[config.mk]
export PLATFORM = sky130hd
export DESIGN_NAME = router_out_arb
export DESIGN_NICKNAME = d
export VERILOG_FILES = /design/src/rtl/router_pkg.sv /design/src/rtl/router_rr_pick.sv /design/src/rtl/router_out_arb.sv
export SDC_FILE = /design/constraint.sdc
export NUM_CORES = 1
export LEC_CHECK = 0
export BUFFER_PORTS_ARGS = -buffer_cell sky130_fd_sc_hd__buf_2
export CAP_MARGIN = 20
export CORE_MARGIN = 3
export CORE_UTILIZATION = 49
export CTS_CLUSTER_SIZE = 14
export DETAILED_ROUTE_END_ITERATION = 12
export GPL_TIMING_DRIVEN = 1
export MAX_ROUTING_LAYER = met4
export PLACE_DENSITY = 0.87
export SLEW_MARGIN = 5
export SYNTH_ARGS = -nofsm -noshare
export SYNTH_HDL_FRONTEND = slang
export SYNTH_SLANG_ARGS = --single-unit
[constraint.sdc]
create_clock -name clock -period 4.3 [get_ports clock]
set_clock_uncertainty 0.05 [all_clocks]
set_input_delay 0.43 -clock clock [delete_from_list [all_inputs] [get_ports clock]]
set_output_delay 0.43 -clock clock [all_outputs]
set_load 0.02 [all_outputs]
[src/rtl/router_pkg.sv]
// Shared types and header field positions for the router egress path.
package router_pkg;

  typedef enum logic [1:0] {
    IDLE,
    SEND,
    DONE
  } state_e;

  localparam int ADDR_LSB    = 0;
  localparam int ADDR_MSB    = 1;
  localparam int LEN_LSB     = 2;
  localparam int LEN_MSB     = 7;
  localparam int TIMEOUT_DEF = 30;

endpackage

[src/rtl/router_rr_pick.sv]
// Combinational round-robin picker: first requester after last_grant,
// wrapping modulo NUM_PORTS.
module router_rr_pick #(
  parameter int NUM_PORTS = 3,
  parameter int IDX_W     = 2
) (
  input  logic [NUM_PORTS-1:0] req,
  input  logic [IDX_W-1:0]     last_grant,
  output logic [IDX_W-1:0]     idx,
  output logic                 any
);

  logic [IDX_W-1:0] cand;

  // Walk farthest-first so the nearest requester is written last.
  always_comb begin
    idx  = '0;
    any  = 1'b0;
    cand = '0;
    for (int i = NUM_PORTS; i >= 1; i--) begin
      cand = IDX_W'((int'(last_grant) + i) % NUM_PORTS);
      if (req[cand]) begin
        idx = cand;
        any = 1'b1;
      end
    end
  end

endmodule

[src/rtl/router_out_arb.sv]
// Packet-granular round-robin drain of router FIFOs onto one egress port.
// ROUTER_ARB_PARITY_CHK_EN adds a running-XOR parity check (parity_err).
module router_out_arb
  import router_pkg::*;
#(
  parameter int DATA_W    = 8,
  parameter int NUM_PORTS = 3,
  parameter int TIMEOUT   = TIMEOUT_DEF,
  parameter int CNT_W     = 6
) (
  input  logic                        clock,
  input  logic                        reset,
  input  logic [NUM_PORTS-1:0]        fifo_empty,
  input  logic [NUM_PORTS*DATA_W-1:0] fifo_data,
  output logic [NUM_PORTS-1:0]        read_enb,
  output logic [DATA_W-1:0]           out_data,
  output logic                        out_valid,
  input  logic                        out_ready,
  output logic [1:0]                  grant,
  output logic                        busy,
  output logic [NUM_PORTS-1:0]        soft_reset
`ifdef ROUTER_ARB_PARITY_CHK_EN
  ,
  output logic                        parity_err
`endif
);

  // One extra bit so a 63-byte payload plus parity fits.
  localparam int REM_W = CNT_W + 1;

  state_e           state_q, state_d;
  logic [1:0]       grant_q, grant_d;
  logic [1:0]       last_q, last_d;
  logic [REM_W-1:0] rem_q, rem_d;
  logic [CNT_W-1:0] wdog_q, wdog_d;
  logic [DATA_W-1:0] head;
  logic [1:0]       pick_idx;
  logic             pick_any;

  router_rr_pick #(
    .NUM_PORTS(NUM_PORTS),
    .IDX_W    (2)
  ) u_pick (
    .req       (~fifo_empty),
    .last_grant(last_q),
    .idx       (pick_idx),
    .any       (pick_any)
  );

  always_comb begin
    head = '0;
    for (int i = 0; i < NUM_PORTS; i++) begin
      if (grant_q == 2'(i)) head = fifo_data[i*DATA_W +: DATA_W];
    end
  end

  always_comb begin
    state_d    = state_q;
    grant_d    = grant_q;
    last_d     = last_q;
    rem_d      = rem_q;
    wdog_d     = wdog_q;
    out_valid  = 1'b0;
    read_enb   = '0;
    soft_reset = '0;
    out_data   = head;
    unique case (state_q)
      IDLE: begin
        if (pick_any) begin
          grant_d = pick_idx;
          state_d = SEND;
        end
      end
      SEND: begin
        out_valid = ~fifo_empty[grant_q];
        if (out_valid && out_ready) begin
          read_enb[grant_q] = 1'b1;
          wdog_d = '0;
          if (rem_q == '0) begin
            rem_d = REM_W'(head[LEN_MSB:LEN_LSB]) + REM_W'(1);
          end else if (rem_q == REM_W'(1)) begin
            rem_d   = '0;
            state_d = DONE;
          end else begin
            rem_d = rem_q - REM_W'(1);
          end
        end else if (out_valid) begin
          if (wdog_q == CNT_W'(TIMEOUT - 1)) begin
            soft_reset[grant_q] = 1'b1;
            state_d = IDLE;
            last_d  = grant_q;
            wdog_d  = '0;
            rem_d   = '0;
          end else begin
            wdog_d = wdog_q + CNT_W'(1);
          end
        end
      end
      DONE: begin
        last_d  = grant_q;
        state_d = IDLE;
      end
      default: state_d = IDLE;
    endcase
    // Reset mid-packet must not pop or pulse the FIFO.
    if (reset) begin
      out_valid  = 1'b0;
      read_enb   = '0;
      soft_reset = '0;
    end
  end

  always_ff @(posedge clock) begin
    if (reset) begin
      state_q <= IDLE;
      grant_q <= '0;
      last_q  <= 2'(NUM_PORTS - 1);
      rem_q   <= '0;
      wdog_q  <= '0;
    end else begin
      state_q <= state_d;
      grant_q <= grant_d;
      last_q  <= last_d;
      rem_q   <= rem_d;
      wdog_q  <= wdog_d;
    end
  end

  assign grant = grant_q;
  assign busy  = (state_q == SEND) || (state_q == DONE);

`ifdef ROUTER_ARB_PARITY_CHK_EN
  logic [DATA_W-1:0] xor_q, xor_d;
  logic              parity_err_q, parity_err_d;
  logic              xfer;

  assign xfer = out_valid & out_ready;

  always_comb begin
    xor_d        = xor_q;
    parity_err_d = 1'b0;
    if (state_q == IDLE) begin
      xor_d = '0;
    end else if (state_q == SEND && xfer) begin
      if (rem_q == REM_W'(1)) parity_err_d = (xor_q != head);
      else                    xor_d = xor_q ^ head;
    end
  end

  always_ff @(posedge clock) begin
    if (reset) begin
      xor_q        <= '0;
      parity_err_q <= 1'b0;
    end else begin
      xor_q        <= xor_d;
      parity_err_q <= parity_err_d;
    end
  end

  assign parity_err = parity_err_q;
`endif

endmodule

==> results.sh <==
export IMPL_synth_simple_area_share_pct=26.2
export IMPL_setup_tns_ps=0
export IMPL_path_clk_slew_ps=100
export IMPL_htreeDepth=1
export IMPL_syn_nets=239
export IMPL_ys_seq_area_share_pct=25.0
export IMPL_antenna_found_initial=0
export IMPL_synthAdderAreaFrac_pct=8.87
export IMPL_cts_setup_buffers=0
export IMPL_gr_total_overflow=0
export IMPL_ant_nets=0
export IMPL_clock_sinks=19
export IMPL_ys_flop_type="dfxtp_1"
export IMPL_min_path_type="input port to register"
export IMPL_grt_util_met2_pct=33.8
export IMPL_wl_per_cell_microns=13.1
export IMPL_cts_buffers_inserted=3
export IMPL_synthXorXnorAreaFrac_pct=4.60
export IMPL_cp_slowest_cell="dfxtp_1"
export IMPL_fillers=256
export IMPL_wirelength_mm=3.56
export IMPL_timing_fmax_ghz=0.310
export IMPL_relSlewSlack_pct=29.7
export IMPL_crit_arrival_ps=2750
export IMPL_dpl_hpwl_mm=2.83
export IMPL_viasPerCell=5.68
export IMPL_grt_usage_pct=19.2
export IMPL_die_h_microns=61.7
export IMPL_fp_row_count=19
export IMPL_cts_tree="built"
export IMPL_die_area_sq_um=3810
export IMPL_setup_viol=0
export IMPL_path_class="register to primary output"
export IMPL_grt_first_pass_wirelength_mm=5.35
export IMPL_worstPathRequired_ps=3820
export IMPL_core_region_area_sq_um=2850
export IMPL_vias=1545
export IMPL_syn_to_final_growth_pct=16.4
export IMPL_finalNetCount=282
export IMPL_fin_crit_sh_pct=75.1
export IMPL_synth_top_family_by_area="simple AND/OR/NAND/NOR gates"
export IMPL_cap_violations=0
export IMPL_drc=0
export IMPL_min_period_ps=3230
export IMPL_powerDensity_nw_per_um2=285
export IMPL_grt_busiest_layer="met2"
export IMPL_syn_inst=199
export IMPL_start_kind="register"
export IMPL_drtIter0Drc=66
export IMPL_grtUsageMet3_pct=3.10
export IMPL_initial_core_util_pct=53.4
export IMPL_ioPinCount=48
export IMPL_yosys_warnings=0
export IMPL_root_buffer="clkbuf_4"
export IMPL_synth_enable_flop_cells=0
export IMPL_drive_above_1_share_pct=24.1
export IMPL_die_x_microns=61.7
export IMPL_diodes=0
export IMPL_clk_latency_ps=300
export IMPL_ys_async_sr_fraction_pct=0
export IMPL_crit_fanout=18
export IMPL_status="completed"
export IMPL_cp_cell_sequence="mux2_4 > a211oi_2 > nor2b_1 > nand2_1 > nor3_1 > buf_2"
export IMPL_grt_max_degree=19
export IMPL_gp_congestion=0.835
export IMPL_synth_seq_cells=19
export IMPL_synth_compound_area_share_pct=21.5
export IMPL_critPathBufInv=1
export IMPL_tightest_slew_ps=1050
export IMPL_synth_area_sq_um=1520
export IMPL_ir_drop_uv=170
export IMPL_power_total_uw=505
export IMPL_syn_area_per_cell_sq_um=7.65
export IMPL_synth_mux_area_share_pct=7.72
export IMPL_use_met1_pct=22.6
export IMPL_drv_slew=0
export IMPL_end_kind="primary output"
export IMPL_worst_path_largest_cell_delay_ps=790
export IMPL_finalHoldViolCount=0
export IMPL_first_pass_iters=4
export IMPL_grt_setup_unrepaired="false"
export IMPL_clk_path_buf_depth=2
export IMPL_cts_hold_fix_buffers=0
export IMPL_port_buffers=47
export IMPL_ys_types=46
export IMPL_cp_top_family="flip-flops"
export IMPL_power_leakage_uw=0.000790
export IMPL_grt_pass1_vias=1275
export IMPL_cts_resized=0
## cell usage in the layout (no fill, tap or decap), drive strengths merged, types with 3 or more instances in the layout
master,instances
a21oi,12
clkbuf,4
dfxtp,19
mux2i,8
a21o,3
nand2,24
o21ai,14
inv,11
nor2,22
or3,4
nor3,5
ha,10
a211oi,3
nor2b,4
buf,47
a31oi,3
nand2b,5
xor2,5
nand4,4
mux2,3
xnor2,3
## where the power goes
group,internal (uW),leakage [uW],switching (uW)
registers,189,0.000154,16.8
clock network,36.1,0.0000150,52.0
logic,82.0,0.000621,129
total,307,0.000790,198
## through the flow
step,hold WS (ps),instances,util (%),area [sq um],setup WS [ps]
after floorplan,411,199,-,1520,1370
after global placement,427,268,61.2,1750,1500
after detailed placement,436,268,61.2,1750,1410
after CTS,367,272,62.1,1770,1060
after global routing,393,272,62.1,1770,784
final,371,272,62.1,1770,1070
## flip-flops by register name, summed over array words and instances (netlist names)
| name | cells |
|---|---|
| rem_q | 7 |
| wdog_q | 6 |
| grant | 2 |
| last_q | 2 |
| state_q | 2 |
## cells by family (layout without fill, tap and decap cells)
family          count (synthesis)  in the layout
compound gates                 49             49
xor+xnor                        8              8
fa+ha+maj                      11             11
buf+inv                        20             62
flops                          19             19
mux                            11             11
simple gates                   81             81
## Yosys cell counts, types with 2 or more instances
library cell	number	area share, %
a21o_1	3	1.5
o2bb2ai_1	2	1.2
nand4_1	4	1.6
a21oi_1	12	3.9
or2_2	2	0.82
o21ai_0	14	4.6
nor3b_1	2	0.99
nor4b_1	2	1.2
nand2_1	24	5.9
nor2b_1	4	1.6
dfxtp_1	19	25
ha_1	10	8.2
nor2_1	22	5.4
or3_1	4	1.6
inv_1	11	2.7
clkbuf_1	5	1.2
a31oi_1	3	1.2
mux2_2	2	1.5
nand2b_1	5	2.1
nand3_1	2	0.66
xnor2_1	3	1.7
and3_1	2	0.82
buf_6	2	1.5
mux2i_1	8	5.3
a211oi_1	2	0.99
xor2_1	5	2.9
nor3_1	5	1.6
buf_2	2	0.66
## metal layers
metal,vias to the layer above,part of all wire (%)
met4,0,1.0
met3,5,8.7
met2,59,48
met5,-,0
met1,694,43
li1,787,-
## final timing paths
path                                 start  slack (ps)  depth (start not counted)             to
worst max register to register    grant[1]        1590                          5       rem_q[3]
worst min-delay path                 reset         370                          2       grant[0]
worst max-delay path              grant[1]        1070                          6  soft_reset[0]
worst min register to register  state_q[1]         460                          2     state_q[1]
## cell type report
type / instances / area [sq um] / area share (%)
Inverter: 11 / 41.3 / 2.33
Clock buffer: 4 / 26.3 / 1.48
Timing Repair Buffer: 47 / 235 / 13.3
Sequential cell: 19 / 380 / 21.5
Tap cell: 31 / 38.8 / 2.19
Multi-Input combinational cell: 160 / 1050 / 59.3
(Power assumes the default switching activity.)
